===== config.mk =====
export PLATFORM = sky130hd
export DESIGN_NAME = pipe_hazard_ctrl
export DESIGN_NICKNAME = d
export VERILOG_FILES = /design/src/rtl/pipe_hazard_ctrl.sv
export SDC_FILE = /design/constraint.sdc
export NUM_CORES = 1
export LEC_CHECK = 0
export CAP_MARGIN = 20
export CORE_AREA = 4 4 97 99
export DETAILED_ROUTE_END_ITERATION = 12
export DIE_AREA = 0 0 101 103
export PLACE_DENSITY_LB_ADDON = 0.1
export SKIP_LAST_GASP = 1
export SYNTH_ARGS = -nofsm -noshare
export SYNTH_HDL_FRONTEND = slang
export SYNTH_SLANG_ARGS = --single-unit

===== constraint.sdc =====
create_clock -name clk -period 3.2 [get_ports clk]
set_input_delay 0.32 -clock clk [delete_from_list [all_inputs] [get_ports clk]]
set_output_delay 0.32 -clock clk [all_outputs]
set_load 0.005 [all_outputs]

===== src/rtl/pipe_hazard_ctrl.sv =====
// Hazard controller for an in-order pipeline: tracks the instructions in flight
// after decode and derives load-use stalls, EX holds, branch flushes and forwarding selects.
module pipe_hazard_ctrl #(
  parameter int  DEPTH      = 3,
  parameter int  LOAD_STAGE = 2,
  parameter int  BR_STAGE   = 1,
  parameter int  CNT_W      = 16,
  localparam int SELW       = $clog2(DEPTH)
) (
  input  logic             clk,
  input  logic             reset,
  input  logic             id_valid,
  input  logic [4:0]       id_rs1,
  input  logic [4:0]       id_rs2,
  input  logic             id_use_rs1,
  input  logic             id_use_rs2,
  input  logic [4:0]       id_rd,
  input  logic             id_regwrite,
  input  logic             id_is_load,
  input  logic             ex_hold,
  input  logic             br_taken,
  output logic             stall_pc,
  output logic             stall_if_id,
  output logic             bubble_ex,
  output logic             flush_if_id,
  output logic [SELW-1:0]  fwd_a,
  output logic [SELW-1:0]  fwd_b,
  output logic [CNT_W-1:0] stall_cnt,
  output logic [CNT_W-1:0] flush_cnt
);

  typedef struct packed {
    logic [4:0] rd;
    logic       wr;
    logic [2:0] rdy;
    logic [4:0] rs1;
    logic [4:0] rs2;
  } info_t;

  logic [DEPTH-1:0] vld_q, vld_d;
  info_t            info_q [DEPTH];
  info_t            info_d [DEPTH];
  logic [CNT_W-1:0] stall_cnt_q, stall_cnt_d;
  logic [CNT_W-1:0] flush_cnt_q, flush_cnt_d;
  logic             hold_act, flush_act, lu_stall;

  function automatic logic prod_hit(input logic v, input info_t e, input logic [4:0] src);
    return v && e.wr && (e.rd != 5'd0) && (e.rd == src);
  endfunction

  function automatic logic [CNT_W-1:0] sat_inc(input logic [CNT_W-1:0] c);
    return (&c) ? c : c + CNT_W'(1);
  endfunction

  // Youngest producer per source decides; its result is usable from EX once it
  // sits at an entry whose index+1 reaches rdy. The last entry writes the regfile
  // before ID reads it, so it never stalls.
  always_comb begin
    logic seen_a, seen_b;
    lu_stall = 1'b0;
    seen_a   = 1'b0;
    seen_b   = 1'b0;
    for (int i = 0; i < DEPTH; i++) begin
      if (!seen_a && id_use_rs1 && prod_hit(vld_q[i], info_q[i], id_rs1)) begin
        seen_a = 1'b1;
        if ((i <= DEPTH - 2) && ((i + 1) < int'(info_q[i].rdy))) lu_stall = 1'b1;
      end
      if (!seen_b && id_use_rs2 && prod_hit(vld_q[i], info_q[i], id_rs2)) begin
        seen_b = 1'b1;
        if ((i <= DEPTH - 2) && ((i + 1) < int'(info_q[i].rdy))) lu_stall = 1'b1;
      end
    end
    lu_stall = lu_stall & id_valid;
  end

  // Descending scan so the youngest matching entry wins.
  always_comb begin
    fwd_a = '0;
    fwd_b = '0;
    for (int j = DEPTH - 1; j >= 1; j--) begin
      if (vld_q[0] && prod_hit(vld_q[j], info_q[j], info_q[0].rs1)) fwd_a = SELW'(j);
      if (vld_q[0] && prod_hit(vld_q[j], info_q[j], info_q[0].rs2)) fwd_b = SELW'(j);
    end
  end

  // Hold and flush only act on a real instruction, so an empty tracker keeps
  // every control output low (including while reset is asserted).
  always_comb begin
    hold_act    = ex_hold & vld_q[0];
    flush_act   = br_taken & vld_q[BR_STAGE];
    stall_pc    = 1'b0;
    stall_if_id = 1'b0;
    bubble_ex   = 1'b0;
    flush_if_id = 1'b0;
    if (flush_act) begin
      flush_if_id = 1'b1;
      bubble_ex   = 1'b1;
    end else if (hold_act) begin
      stall_pc    = 1'b1;
      stall_if_id = 1'b1;
    end else if (lu_stall) begin
      stall_pc    = 1'b1;
      stall_if_id = 1'b1;
      bubble_ex   = 1'b1;
    end
  end

  always_comb begin
    vld_d[0]      = id_valid;
    info_d[0].rd  = id_rd;
    info_d[0].wr  = id_regwrite;
    info_d[0].rdy = id_is_load ? 3'(LOAD_STAGE) : 3'd1;
    info_d[0].rs1 = id_rs1;
    info_d[0].rs2 = id_rs2;
    for (int k = 1; k < DEPTH; k++) begin
      vld_d[k]  = vld_q[k-1];
      info_d[k] = info_q[k-1];
    end
    if (flush_act) begin
      // Entries younger than the branch are killed before they advance.
      vld_d[0] = 1'b0;
      for (int k = 1; k < DEPTH; k++) begin
        if (k <= BR_STAGE) vld_d[k] = 1'b0;
      end
    end else if (hold_act) begin
      vld_d[0]  = vld_q[0];
      info_d[0] = info_q[0];
      vld_d[1]  = 1'b0;
    end else if (lu_stall) begin
      vld_d[0] = 1'b0;
    end
    stall_cnt_d = stall_pc ? sat_inc(stall_cnt_q) : stall_cnt_q;
    flush_cnt_d = br_taken ? sat_inc(flush_cnt_q) : flush_cnt_q;
  end

  always_ff @(posedge clk or negedge reset) begin
    if (!reset) begin
      vld_q       <= '0;
      stall_cnt_q <= '0;
      flush_cnt_q <= '0;
    end else begin
      vld_q       <= vld_d;
      stall_cnt_q <= stall_cnt_d;
      flush_cnt_q <= flush_cnt_d;
    end
  end

  always_ff @(posedge clk) begin
    for (int k = 0; k < DEPTH; k++) info_q[k] <= info_d[k];
  end

  assign stall_cnt = stall_cnt_q;
  assign flush_cnt = flush_cnt_q;

endmodule


==> metrics.md, run 1 <==
| Metric | Value |
|---|---|
| Total core area | 0.00855 mm^2 |
| Critical path peak fanout | 4 |
| Antenna viol nets, final | 0 |
| CP max stage delay | 0.57 ns |
| Ys Warns | 0 |
| VDD IR max | 0.400 mV |
| Ratio of cells with drive above 1 in the final layout | 12.2% |
| Largest net degree at the start of global routing | 36 |
| Die height | 103 um |
| Net Count, Synth | 275 |
| DRT Wirelength | 6700 um |
| Port bufs | 63 |
| Grt total ovfl | 0 |
| Max Slew Vio Count | 0 |
| Clk_lat worst skew | 0.35 ns |
| # DRC | 0 |
| Most used cell, CP | nand2_1 |
| Synthesized instance count | 249 |
| Critical path class | reg -> out |
| Avg Cell Area, Syn | 12.1 um^2 |
| Run status | complete, no violations |
| Max cap viols | 0 |
| WL per Instance | 15.3 um |
| Crit start category | register |
| Finish-stage setup viols | 0 |
| Final Hold Fails | 0 |
| CTS tree | built |
| Io pins | 64 |
| Post-synthesis async set-or-reset flop share | 52.2% |
| Post-synthesis cell area | 0.00302 mm^2 |
| DP HPWL | 4960 um |
| Crit-path slowest cell | or4_4 |
| Buffer and inverter count on the worst path | 1 |
| Number of global-route vias before repair | 2176 |
| Fin crit share | 97.0% |
| Clock transition at path regs | 0.07 ns |
| Critical Path AT | 2.78 ns |
| FMAX | 322 MHz |
| CTS Buf Count | 9 |
| Vias | 2088 |
| Yosys reg bits | 67 |
| WP data required | 2.88 ns |
| Post-layout util | 47.0% |
| Initial DRC Count | 56 |
| Final min period | 3.10 ns |
| Clock root cell | clkbuf_8 |
| EDFF count, synth | 18 |
| Initial Util | 35.3% |
| Yosys cell types | 42 |
| Power density cells | 588 mW/mm^2 |
| Worst Max-Slew Pin Slew | 0.788 ns |
| R2R Setup Slk | 0.54 ns |
| Worst path top cell family by delay | simple AND/OR/NAND/NOR gates |
| Global Route Usage Sum | 13.7% |
| First-pass GRT wire length | 10800 um |
| Nets | 350 |
| Die footprint | 0.0104 mm^2 |
| Skew final | 0.0134 ns |
| Setup WS pre-CTS | 0.0814 ns |
| H-tree depth | 3 |
| Seq/Total Area, Yosys | 56.2% |
| Routability congestion estimate | 0.772 |
| R2R Path End | stall_cnt[1] |
| Initial antenna violation count | 0 |
| Die W | 101 um |
| Layout area overhead | 33.0% |
| Crit-path cells | or4_4 > nor2_4 > nor3_2 > o32ai_4 > nand2_1 > nand2_1 > nand2_1 > a21boi_2 > clkdlybuf4s50_1 |
| Clock sinks | 67 |
| Max_slew headroom | 47.5% |
| Longest Clk Path Bufs | 2 |
| RSZ-0062 raised after global routing | yes |
| FF-to-FF Start | info_q[0][15] |
| Vias/cell | 4.78 |
| Worst R2R Path Depth | 8 |
| Synth Flop Type | dfrtp_1 |
| Pre-Repair DR Iteration Count | 4 |
| Site row count | 34 |
| Worst Hold Class | in -> async |
| Worst Setup End Kind | primary output |
| Final setup margin | 0.0962 ns |
| # diodes | 0 |
| Leak | 0.00155 uW |
| Total power | 2360 uW |
worst max-delay path by stage:
stage	depth (start not counted)	slack, ns	from	to
4_1_cts	9	0.01	info_q[0][15]	bubble_ex
6_report	9	0.1	info_q[0][15]	bubble_ex
3_5_place_dp	11	0.08	id_rs1[2]	bubble_ex
5_1_grt	9	-0.04	info_q[0][15]	bubble_ex
3_3_place_gp	11	0.15	id_rs1[3]	bubble_ex
2_1_floorplan	9	0.85	info_q[0][15]	stall_cnt[10]
state kept, by name, indices dropped and copies added, names as in the netlist:
name	flops
flush_cnt	16
info_q	32
stall_cnt	16
vld_q	3
cells in the final DEF, fill, tap and decap left out, types with 2 or more instances in the layout:
master	instances
clkdlybuf4s50_1	62
xnor2_1	48
dfrtp_1	35
xor2_1	21
nand3_1	19
edfxtp_1	18
nand2_1	15
nand4_1	14
dfxtp_1	14
clkbuf_8	10
nor2_1	8
buf_4	8
nor3_1	7
inv_1	5
nor4_1	4
and3_1	3
o21ai_0	2
and3_2	2
mux2_2	2
ha_1	2
clkinv_2	2
report_power, final:
group	internal [uW]	switching, uW
clock	426	324
combinational	294	174
sequential	998	144
total	1720	642
synth_stat cells (2+ instances only):
cell type / n / share of area (%)
edfxtp_1: 18 / 18
nor3_1: 7 / 1.2
nor2_1: 8 / 0.99
inv_1: 5 / 0.62
nor4_1: 4 / 0.83
dfxtp_1: 14 / 9.3
nand3_1: 19 / 3.1
dfrtp_1: 35 / 29
clkbuf_1: 3 / 0.37
nand4_1: 14 / 2.9
ha_1: 2 / 0.83
xor2_1: 21 / 6.1
and3_2: 2 / 0.50
nand2_1: 16 / 2.0
xnor2_1: 48 / 14
and3_1: 3 / 0.62
buf_4: 3 / 0.75
mux2_2: 2 / 0.75
o21ai_0: 2 / 0.33
what timing repair did:
action	CTS	global route
gates cloned	0	0
setup endpoints to repair	3	3
hold buffers	0	0
gates resized for setup	1	2
setup buffers	2	0
worst register-to-register path, delay by kind of cell (launching register included):
family | cells | cell delay (ns)
multiplexers | 1 | 0.39
AO/OA/AOI/OAI | 2 | 0.67
flip-flops | 1 | 0.43
AND/OR/NAND/NOR | 4 | 0.91
buffers and inverters | 1 | 0.16
cells by family (layout without fill, tap and decap cells):
| kind of cell | after synthesis | in the layout | synth area share, % |
|---|---|---|---|
| AND/OR/NAND/NOR | 86 | 86 | 16.4 |
| XOR/XNOR | 69 | 69 | 20.0 |
| buffers and inverters | 12 | 92 | 2.11 |
| flip-flops | 67 | 67 | 56.2 |
| multiplexers | 2 | 2 | 0.746 |
| AO/OA/AOI/OAI | 11 | 11 | 3.73 |
| adder cells (fa/ha/maj) | 2 | 2 | 0.829 |
per-layer routing:
metal | GRT usage, % | share of wire, % | vias to the layer above
met2 | 22.9 | 51 | 39
met3 | 4.53 | 4.6 | 5
met1 | 16.5 | 44 | 1020
met5 | 0 | 0 | -
li1 | - | - | 1024
met4 | 4.70 | 0.60 | 0
metrics by stage:
stage / cell area (um^2) / TNS, ns / instances / hold WS, ns
after detailed placement: 3780 / 0 / 419 / 0.330
after floorplan: 3020 / 0 / 249 / 0.0244
after global placement: 3780 / 0 / 419 / 0.326
after global routing: 4020 / -0.0432 / 437 / 0.0989
after CTS: 4010 / 0 / 437 / 0.0899
final: 4020 / 0 / 437 / 0.0554
cell type report:
type | count | area (um^2)
fill | 772 | 4540
sequential | 67 | 1700
multi-input combinational | 170 | 1260
timing repair buffer | 71 | 686
clock buffer | 12 | 166
tap | 108 | 135
clock inverter | 4 | 47.5
inverter | 5 | 18.8
No activity file was read; power rests on OpenSTA's default activity.
==> run 2: changes to the inputs <==
--- a/config.mk
+++ b/config.mk
@@ -14,3 +14,4 @@
 export SYNTH_ARGS = -nofsm -noshare
 export SYNTH_HDL_FRONTEND = slang
 export SYNTH_SLANG_ARGS = --single-unit
+export TNS_END_PERCENT = 50
==> constraint.sdc (replaced) <==
create_clock -name clk -period 2.6 [get_ports clk]
set_input_delay 0.26 -clock clk [delete_from_list [all_inputs] [get_ports clk]]
set_output_delay 0.26 -clock clk [all_outputs]
set_load 0.005 [all_outputs]
==> run 2 against run 1 <==
The run now ends with hold timing left. Non-clock buffer count rose by 22. Sequential cell count unchanged. Global-route usage up 0.83 points. Worst setup slack worse by 0.088 ns. Routed wire length grew 3.9%. Design area rose by 5.5%. Critical path type is now reg -> reg.
==> metrics.md, run 2 (same netlist as run 1, synthesis figures left out) <==
| Metric | Value |
|---|---|
| Nets | 372 (was 350) |
| CP max stage delay | 0.57 ns (about the same) |
| Die W | 101 um (unchanged) |
| Grt total ovfl | 0 (unchanged) |
| Global Route Usage Sum | 14.5% (was 13.7%) |
| WL per Instance | 15.2 um (was 15.3 um) |
| Global routing usage on met2 | 23.7% (was 22.9%) |
| Switching power share of the total | 28.5% (was 27.2%) |
| Final cell count without fillers | 459 (was 437) |
| WP data required | 2.82 ns (was 2.88 ns) |
| Worst R2R Path Depth | 10 (was 8) |
| DP HPWL | 5200 um (was 4960 um) |
| Comb pwr share | 22.1% (was 19.8%) |
| Site row count | 34 (unchanged) |
| FF-to-FF Start | info_q[0][18] (was info_q[0][15]) |
| R2R Path End | stall_cnt[1] (unchanged) |
| Busiest grt layer | met2 (unchanged) |
| P_sw | 827 uW (was 642 uW) |
| Number of global-route vias before repair | 2325 (was 2176) |
| Worst Max-Slew Pin Slew | 0.810 ns (was 0.788 ns) |
| Worst Setup End Kind | register (was primary output) |
| Register with the highest flop count | info_q (unchanged) |
| Finish-stage setup viols | 0 (unchanged) |
| Worst Hold Class | in -> async (unchanged) |
| Crit path to | stall_cnt[1] (was bubble_ex) |
| Met3 Track Usage GR | 4.06% (was 4.53%) |
| Initial antenna violation count | 0 (unchanged) |
| Longest Clk Path Bufs | 2 (unchanged) |
| Vias/cell | 4.77 (was 4.78) |
| FMAX | 386 MHz |
| Io pins | 64 (unchanged) |
| Leak | 0.00169 uW (was 0.00155 uW) |
| Crit-path slowest cell | or4_4 (unchanged) |
| Port bufs | 63 (unchanged) |
| Max Slew Vio Count | 0 (unchanged) |
| # diodes | 0 (unchanged) |
| RSZ-0062 raised after global routing | yes (unchanged) |
| Fin crit share | 99.7% |
| Max_slew headroom | 46.0% (was 47.5%) |
| Clock power share | 29.7% (was 31.8%) |
| Ratio of cells with drive above 1 in the final layout | 20.5% (was 12.2%) |
| R2R Setup Slk | 0.009 ns (was 0.54 ns) |
| VDD IR max | 0.378 mV (was 0.400 mV) |
| Max cap viols | 0 (unchanged) |
| Filler instances | 806 (was 772) |
| Initial DRC Count | 67 (was 56) |
| Pint | 2070 uW (was 1720 uW) |
| Worst hold slack | -0.00105 ns (was 0.0554 ns) |
| Die height | 103 um (unchanged) |
| Final min period | 2.59 ns |
| Max reg flops | 32 (unchanged) |
| H-tree depth | 3 (unchanged) |
| Vias | 2188 (was 2088) |
| Crit path depth | 10 (was 9) |
| Failing checks | hold timing |
| # DRC | 0 (unchanged) |
| Worst Setup SP | info_q[0][18] (was info_q[0][15]) |
| Most frequent cells in the layout | clkdlybuf4s50_1 (57), xnor2_1 (47), dfrtp_1 (35), buf_4 (23), xor2_1 (21) (was clkdlybuf4s50_1 (62), xnor2_1 (48), dfrtp_1 (35), xor2_1 (21), nand3_1 (19)) |
| CTS tree | built (unchanged) |
| Crit-path cells | or4_4 > nor2_4 > nor3_4 > o32ai_4 > buf_6 > nand4_4 > buf_6 > a21oi_4 > buf_4 > mux2_2 (was or4_4 > nor2_4 > nor3_2 > o32ai_4 > nand2_1 > nand2_1 > nand2_1 > a21boi_2 > clkdlybuf4s50_1) |
| Seq pwr share | 48.2% (was 48.4%) |
| Clock root cell | clkbuf_8 (unchanged) |
| Power density cells | 684 mW/mm^2 (was 588 mW/mm^2) |
| Crit start category | register (unchanged) |
| Routability congestion estimate | 0.827 (was 0.772) |
| Total core area | 0.00855 mm^2 (unchanged) |
| Total power | 2900 uW (was 2360 uW) |
| Final Hold Fails | 2 (was 0) |
| Critical Path AT | 2.81 ns (was 2.78 ns) |
| Run status | finished with violations (was complete, no violations) |
| Initial Util | 35.3% (unchanged) |
| Met1 GRT Util | 17.1% (was 16.5%) |
| Die footprint | 0.0104 mm^2 (unchanged) |
| Most common cell after layout, fill and taps aside | clkdlybuf4s50_1 (unchanged) |
| Critical path peak fanout | 4 (unchanged) |
| Skew final | 0.0121 ns (was 0.0134 ns) |
| CTS Buf Count | 9 (unchanged) |
| Clock sinks | 67 (unchanged) |
| First-pass GRT wire length | 11400 um (was 10800 um) |
| Dpl cells | 437 (was 419) |
| Worst path top cell family by delay | simple AND/OR/NAND/NOR gates (unchanged) |
| Antenna viol nets, final | 0 (unchanged) |
| Critical path class | reg -> reg (was reg -> out) |
| Setup_tns | 0 ns (unchanged) |
| Layout area overhead | 40.4% (was 33.0%) |
| DRT Wirelength | 6960 um (was 6700 um) |
| Most used cell, CP | buf_6 (was nand2_1) |
| Pre-Repair DR Iteration Count | 4 (unchanged) |
| Largest net degree at the start of global routing | 36 (unchanged) |
| Clock transition at path regs | 0.08 ns (was 0.07 ns) |
| Clk_lat worst skew | 0.34 ns (was 0.35 ns) |
| Buffer and inverter count on the worst path | 3 (was 1) |
==> run 2: changes by cell type in the layout (fill, tap and decap cells not counted), sizes merged, moves of 2 or more <==
cell	previous run	this run
buf	9	34
clkdlybuf4s50	62	57
clkbuf	12	9
dlygate4sd2	0	2
==> run 2: cell type report <==
cell class / instances / area, um^2 / area share, %
Clock buffer: 9 / 124 / 2.92
Clock inverter: 7 / 76.3 / 1.80
Inverter: 5 / 18.8 / 0.443
Multi-Input combinational cell: 170 / 1320 / 31.2
Sequential cell: 67 / 1700 / 40.0
Tap cell: 108 / 135 / 3.19
Timing Repair Buffer: 93 / 866 / 20.4
==> run 2: through the flow <==
stage / worst slack (ns) / cell area, um^2 / utilization, %
2_1_floorplan: 0.248 / 3020 / -
3_3_place_gp: -0.196 / 3920 / 45.8
3_5_place_dp: -0.216 / 3920 / 45.8
4_1_cts: -0.160 / 4180 / 48.8
5_1_grt: -0.0804 / 4240 / 49.6
6_report: 0.00854 / 4240 / 49.6
==> run 2: repair_timing <==
item	CTS	global route
endpoints found under the hold margin	0	0
endpoints found under the setup margin	11	21
setup buffers	3	4
gates resized for setup	23	13
pin swaps	9	10
hold buffers	0	0
==> run 2: worst min path at each step <==
stage / to / start
detailed placement: info_q[0][29] / info_q[0][10]
finish: flush_cnt[7] / reset
floorplan: flush_cnt[0] / reset
global route: flush_cnt[7] / reset
global placement: info_q[0][29] / info_q[0][10]
CTS: flush_cnt[7] / reset
==> run 2: worst reg2reg max path: stages, from the launching register on <==
cell and delay (ns):
edfxtp_1 0.42, or4_4 0.57, nor2_4 0.16, nor3_4 0.07, o32ai_4 0.25, buf_6 0.14, nand4_4 0.07, buf_6 0.14
a21oi_4 0.19, buf_4 0.15, mux2_2 0.31
==> run 2: power groups by stage <==
stage	clock, uW	combinational [uW]	sequential, uW
floorplan	0	279	1390
global placement	0	615	1420
detailed placement	0	621	1420
CTS	896	635	1400
global route	940	696	1430
finish	861	639	1400
==> run 2: layer usage <==
layer  share of wire (%)  wire [um]  vias to the layer above
li1                    -          -                     1062
met1                  42       2930                     1059
met2                  50       3460                       51
met3                 5.1        356                       16
met4                 3.1        214                        0
met5                   0          0                        -
==> edit 1: new RTL, flow settings as in run 1 <==
Put one more register stage on the output `flush_cnt`, cleared by the reset. The value now appears one clock later. The other outputs are not delayed to match.
--- a/src/rtl/pipe_hazard_ctrl.sv
+++ b/src/rtl/pipe_hazard_ctrl.sv
@@ -150,7 +150,13 @@
   end
 
   assign stall_cnt = stall_cnt_q;
-  assign flush_cnt = flush_cnt_q;
+  always_ff @(posedge clk or negedge reset) begin
+    if (!reset) begin
+      flush_cnt <= '0;
+    end else begin
+      flush_cnt <= flush_cnt_q;
+    end
+  end
 
 endmodule
 
Formal check against the unedited RTL: not equivalent (Yosys sat finds a counterexample within 4 cycles, from zero or initial values and one cycle with reset low).
==> edit 1 against run 1 <==
Worst setup slack improved by 0.030 ns. Clock power increased by 0.5%. Clock skew decreased by 0.0044 ns. Global-route usage increased by 0.41 points. Total power increased by 10%. Register-to-register slack got worse by 0.24 ns. Die area unchanged. Wire length increased by 1.8%. Final area increased by 9.8%. Area after synthesis increased by 14%. Sequential cell count increased by 16. Non-clock buffer count decreased by 2.
==> edit 1: results (changes against run 1) <==
stage	metric	value	unit	change
final_layout	post_route_cells_drive_above_1_share	7.95	%	-4.2 points
synthesis	syn_nets	314		+14%
global_routing	use_met1	18.3	%	+1.8 points
worst_setup_path	worst_ep_arrival_time	2.75	ns	-0.03 ns
synthesis	synthXorXnorAreaFrac	17.3	%	-2.7 points
synthesis	synth_common_cells	51 x dfrtp_1, 35 x xor2_1, 33 x xnor2_1		
synthesis	synth_seq_area_share	61.0	%	+4.8 points
place	dp_hpwl	4990	µm	+0.58%
power	p_leak	1.86	nW	+20%
run_status	status	finished clean		
power	ir_drop	0.000314	V	-21%
detailed_routing	wl_met2	3370	µm	-1.4%
worst_setup_path	critical_path.max_stage_delay	0.55	ns	-0.02 ns
worst_setup_path	r2r_cells	6		-2
worst_setup_path	ff2ff_setup_slack	0.30	ns	-0.24 ns
detailed_routing	vias	2259		+8.2%
global_routing	grt_util_met2	22.7	%	-0.25 points
global_routing	grt_max_degree	37		+2.8%
detailed_routing	wl	6820	µm	+1.8%
global_routing	track_usage	14.1	%	+0.41 points
worst_setup_path	critical_path.max_fanout	6		+2
place	dp_slack	0.208	ns	+0.127 ns
place	placed_cell_area	0.00416	mm²	+10%
synthesis	synth_cell_types	38		-9.5%
detailed_routing	wl_met1	3050	µm	+4.1%
timing	hold_slack	0.0514	ns	-0.00403 ns
place	gp_congestion	0.801		+3.7%
synthesis	synthArstFlopShare	61.4	%	+9.2 points
timing	worst_pin_slew	1.00	ns	+0.215 ns
[edit 1: cell types whose count changed after synthesis, sizes merged, moves of 4 or more]
cell / run 1 / this run
dfrtp: 35 / 51
xnor2: 48 / 33
xor2: 21 / 35
nor2: 9 / 21
nand4: 15 / 6
nand2: 16 / 23
o211ai: 0 / 5
inv: 5 / 9
[edit 1: final cells by class]
cell class / count / area [µm²]
Fill cell: 786 / 4140
Sequential cell: 83 / 2100
Multi-Input combinational cell: 188 / 1270
Timing Repair Buffer: 69 / 671
Clock buffer: 10 / 138
Tap cell: 108 / 135
Clock inverter: 6 / 65.1
Inverter: 9 / 33.8
[edit 1: worst max path at each step]
stage	end	slack [ns]	depth (start not counted)
2_1_floorplan	stall_pc	0.80	7
3_3_place_gp	stall_cnt[1]	0.24	7
3_5_place_dp	stall_pc	0.21	7
4_1_cts	stall_pc	0.002	6
5_1_grt	stall_pc	-0.008	6
6_report	stall_pc	0.13	6
[edit 1: power groups by stage]
| stage | logic, mW | registers (mW) | clock network [mW] |
|---|---|---|---|
| detailed placement | 0.460 | 1.40 | 0 |
| floorplan | 0.221 | 1.37 | 0 |
| global route | 0.519 | 1.41 | 0.829 |
| global placement | 0.455 | 1.40 | 0 |
| finish | 0.466 | 1.38 | 0.754 |
| CTS | 0.469 | 1.38 | 0.781 |
[edit 1: timing repair]
action | CTS | global route
setup buffers | 2 | 3
gates resized for setup | 0 | 1
pin swaps | 0 | 1
setup endpoints to repair | 2 | 2
[edit 1: per-stage QoR]
step	setup TNS [ns]	utilization (%)	instances
detailed placement	0	48.7	452
global placement	0	48.7	452
finish	0	51.5	473
global route	-0.00773	51.5	473
CTS	0	51.2	470
floorplan	0	-	288
==> edit 2: new RTL, flow settings as in run 1 <==
Without the edit above. The parameter `CNT_W` goes from 16 to 18.
--- a/src/rtl/pipe_hazard_ctrl.sv
+++ b/src/rtl/pipe_hazard_ctrl.sv
@@ -4,7 +4,7 @@
   parameter int  DEPTH      = 3,
   parameter int  LOAD_STAGE = 2,
   parameter int  BR_STAGE   = 1,
-  parameter int  CNT_W      = 16,
+  parameter int  CNT_W      = 18,
   localparam int SELW       = $clog2(DEPTH)
 ) (
   input  logic             clk,
Ports: changed (resized flush_cnt and stall_cnt); port bits go from 64 to 68. No check against the original RTL was run, so the function may have changed too.
==> edit 2 against run 1 <==
Worst setup slack gained 0.074 ns. Synthesized cell count grew 13%. Total power grew 4.3%. Via count grew 8.3%. Area after synthesis grew 7.6%. Sequential cell count grew 4. Maximum frequency grew 2.5%. Clock skew shrank 0.0013 ns. Final area grew 6.9%. Wire length grew 5.2%. Critical endpoint is now stall_if_id.
==> edit 2: results (changes against run 1) <==
stage	metric	value	unit	change
synthesis	synth_area_leaders	dfrtp_1 30%, edfxtp_1 17%, xor2_1 11%, dfxtp_1 8.6%, xnor2_1 7.8%		
synthesis	synthArstFlopShare	54.9	%	+2.7 points
final_layout	post_route_cells_drive_above_1_share	9.12	%	-3.0 points
global_routing	grt_pass1_wl	11700	µm	+9.0%
global_routing	grt_max_degree	40		+11%
synthesis	synth.avg_cell_area	11.6	µm²	-4.6%
power	cell_internal_pwr	1.78	mW	+3.8%
synthesis	synth_compound_area_share	4.31	%	+0.58 points
synthesis	synthAdderAreaFrac	0.770	%	-0.059 points
synthesis	synth_common_cells	42 x xor2_1, 39 x dfrtp_1, 29 x xnor2_1		
power	p_leak	1.77	nW	+14%
detailed_routing	dr.first_iter.drc_count	61		+8.9%
worst_setup_path	r2r_cells	9		+1
worst_setup_path	critical_path.max_stage_delay	0.53	ns	-0.04 ns
worst_setup_path	critical_path.max_fanout	3		-1
place	gp_congestion	0.752		-2.6%
timing	worst_pin_slew	0.875	ns	+0.0868 ns
synthesis	syn_nets	307		+12%
final_layout	regArea	0.00180	mm²	+6.0%
place	dp_hpwl	5190	µm	+4.7%
place	numPlacedInstances	451		+7.6%
final_layout	instances_no_fill	470		+7.6%
synthesis	synth_seq_area_share	55.3	%	-0.90 points
power	ir_drop	0.000309	V	-23%
timing	skew	0.0121	ns	-0.00128 ns
global_routing	grt_util_met2	20.5	%	-2.5 points
detailed_routing	wire_per_inst	15.0	µm	-2.2%
place	portBuffers	67		+6.3%
synthesis	synth_cell_types	40		-4.8%
synthesis	synthXorXnorAreaFrac	19.1	%	-0.88 points
worst_setup_path	crit_start	info_q[0][17]		
run_status	status	finished clean		
detailed_routing	viasPerCell	4.81		+0.68%
detailed_routing	wl_met2	3120	µm	-8.6%
synthesis	synth.mux.area_fraction	0.693	%	-0.053 points
global_routing	use_met1	20.9	%	+4.4 points
global_routing	grtUsageMet3	4.13	%	-0.41 points
## edit 2: worst paths after layout
check	to	slack (ns)
min in group clk	info_q[0][29]	0.34
max in group asynchronous	vld_q[0]	2.49
worst min-delay path	stall_cnt[8]	0.09
worst max-delay path	stall_if_id	0.17
worst min register to register	info_q[0][29]	0.34
worst max register to register	stall_cnt[11]	0.61
## edit 2: power groups by stage
stage	registers, mW	logic [mW]	clock network [mW]
final	1.20	0.485	0.771
after global routing	1.23	0.535	0.834
after CTS	1.21	0.491	0.793
after detailed placement	1.22	0.483	0
after global placement	1.23	0.477	0
after floorplan	1.19	0.226	0
## edit 2: area by class of cell
type,instances,share of cell area [%]
clock buffer,10,2.97
clock inverter,6,1.98
inverter,6,0.525
multi-input combinational,196,32.6
sequential,71,41.9
tap,108,3.15
timing repair buffer,73,16.9
## edit 2: repair_timing
action / 4_1_cts / 5_1_grt
endpoints found under the setup margin: 1 / 3
gates resized for setup: 0 / 4
buffers inserted: 2 / 1
pin swaps: 0 / 0
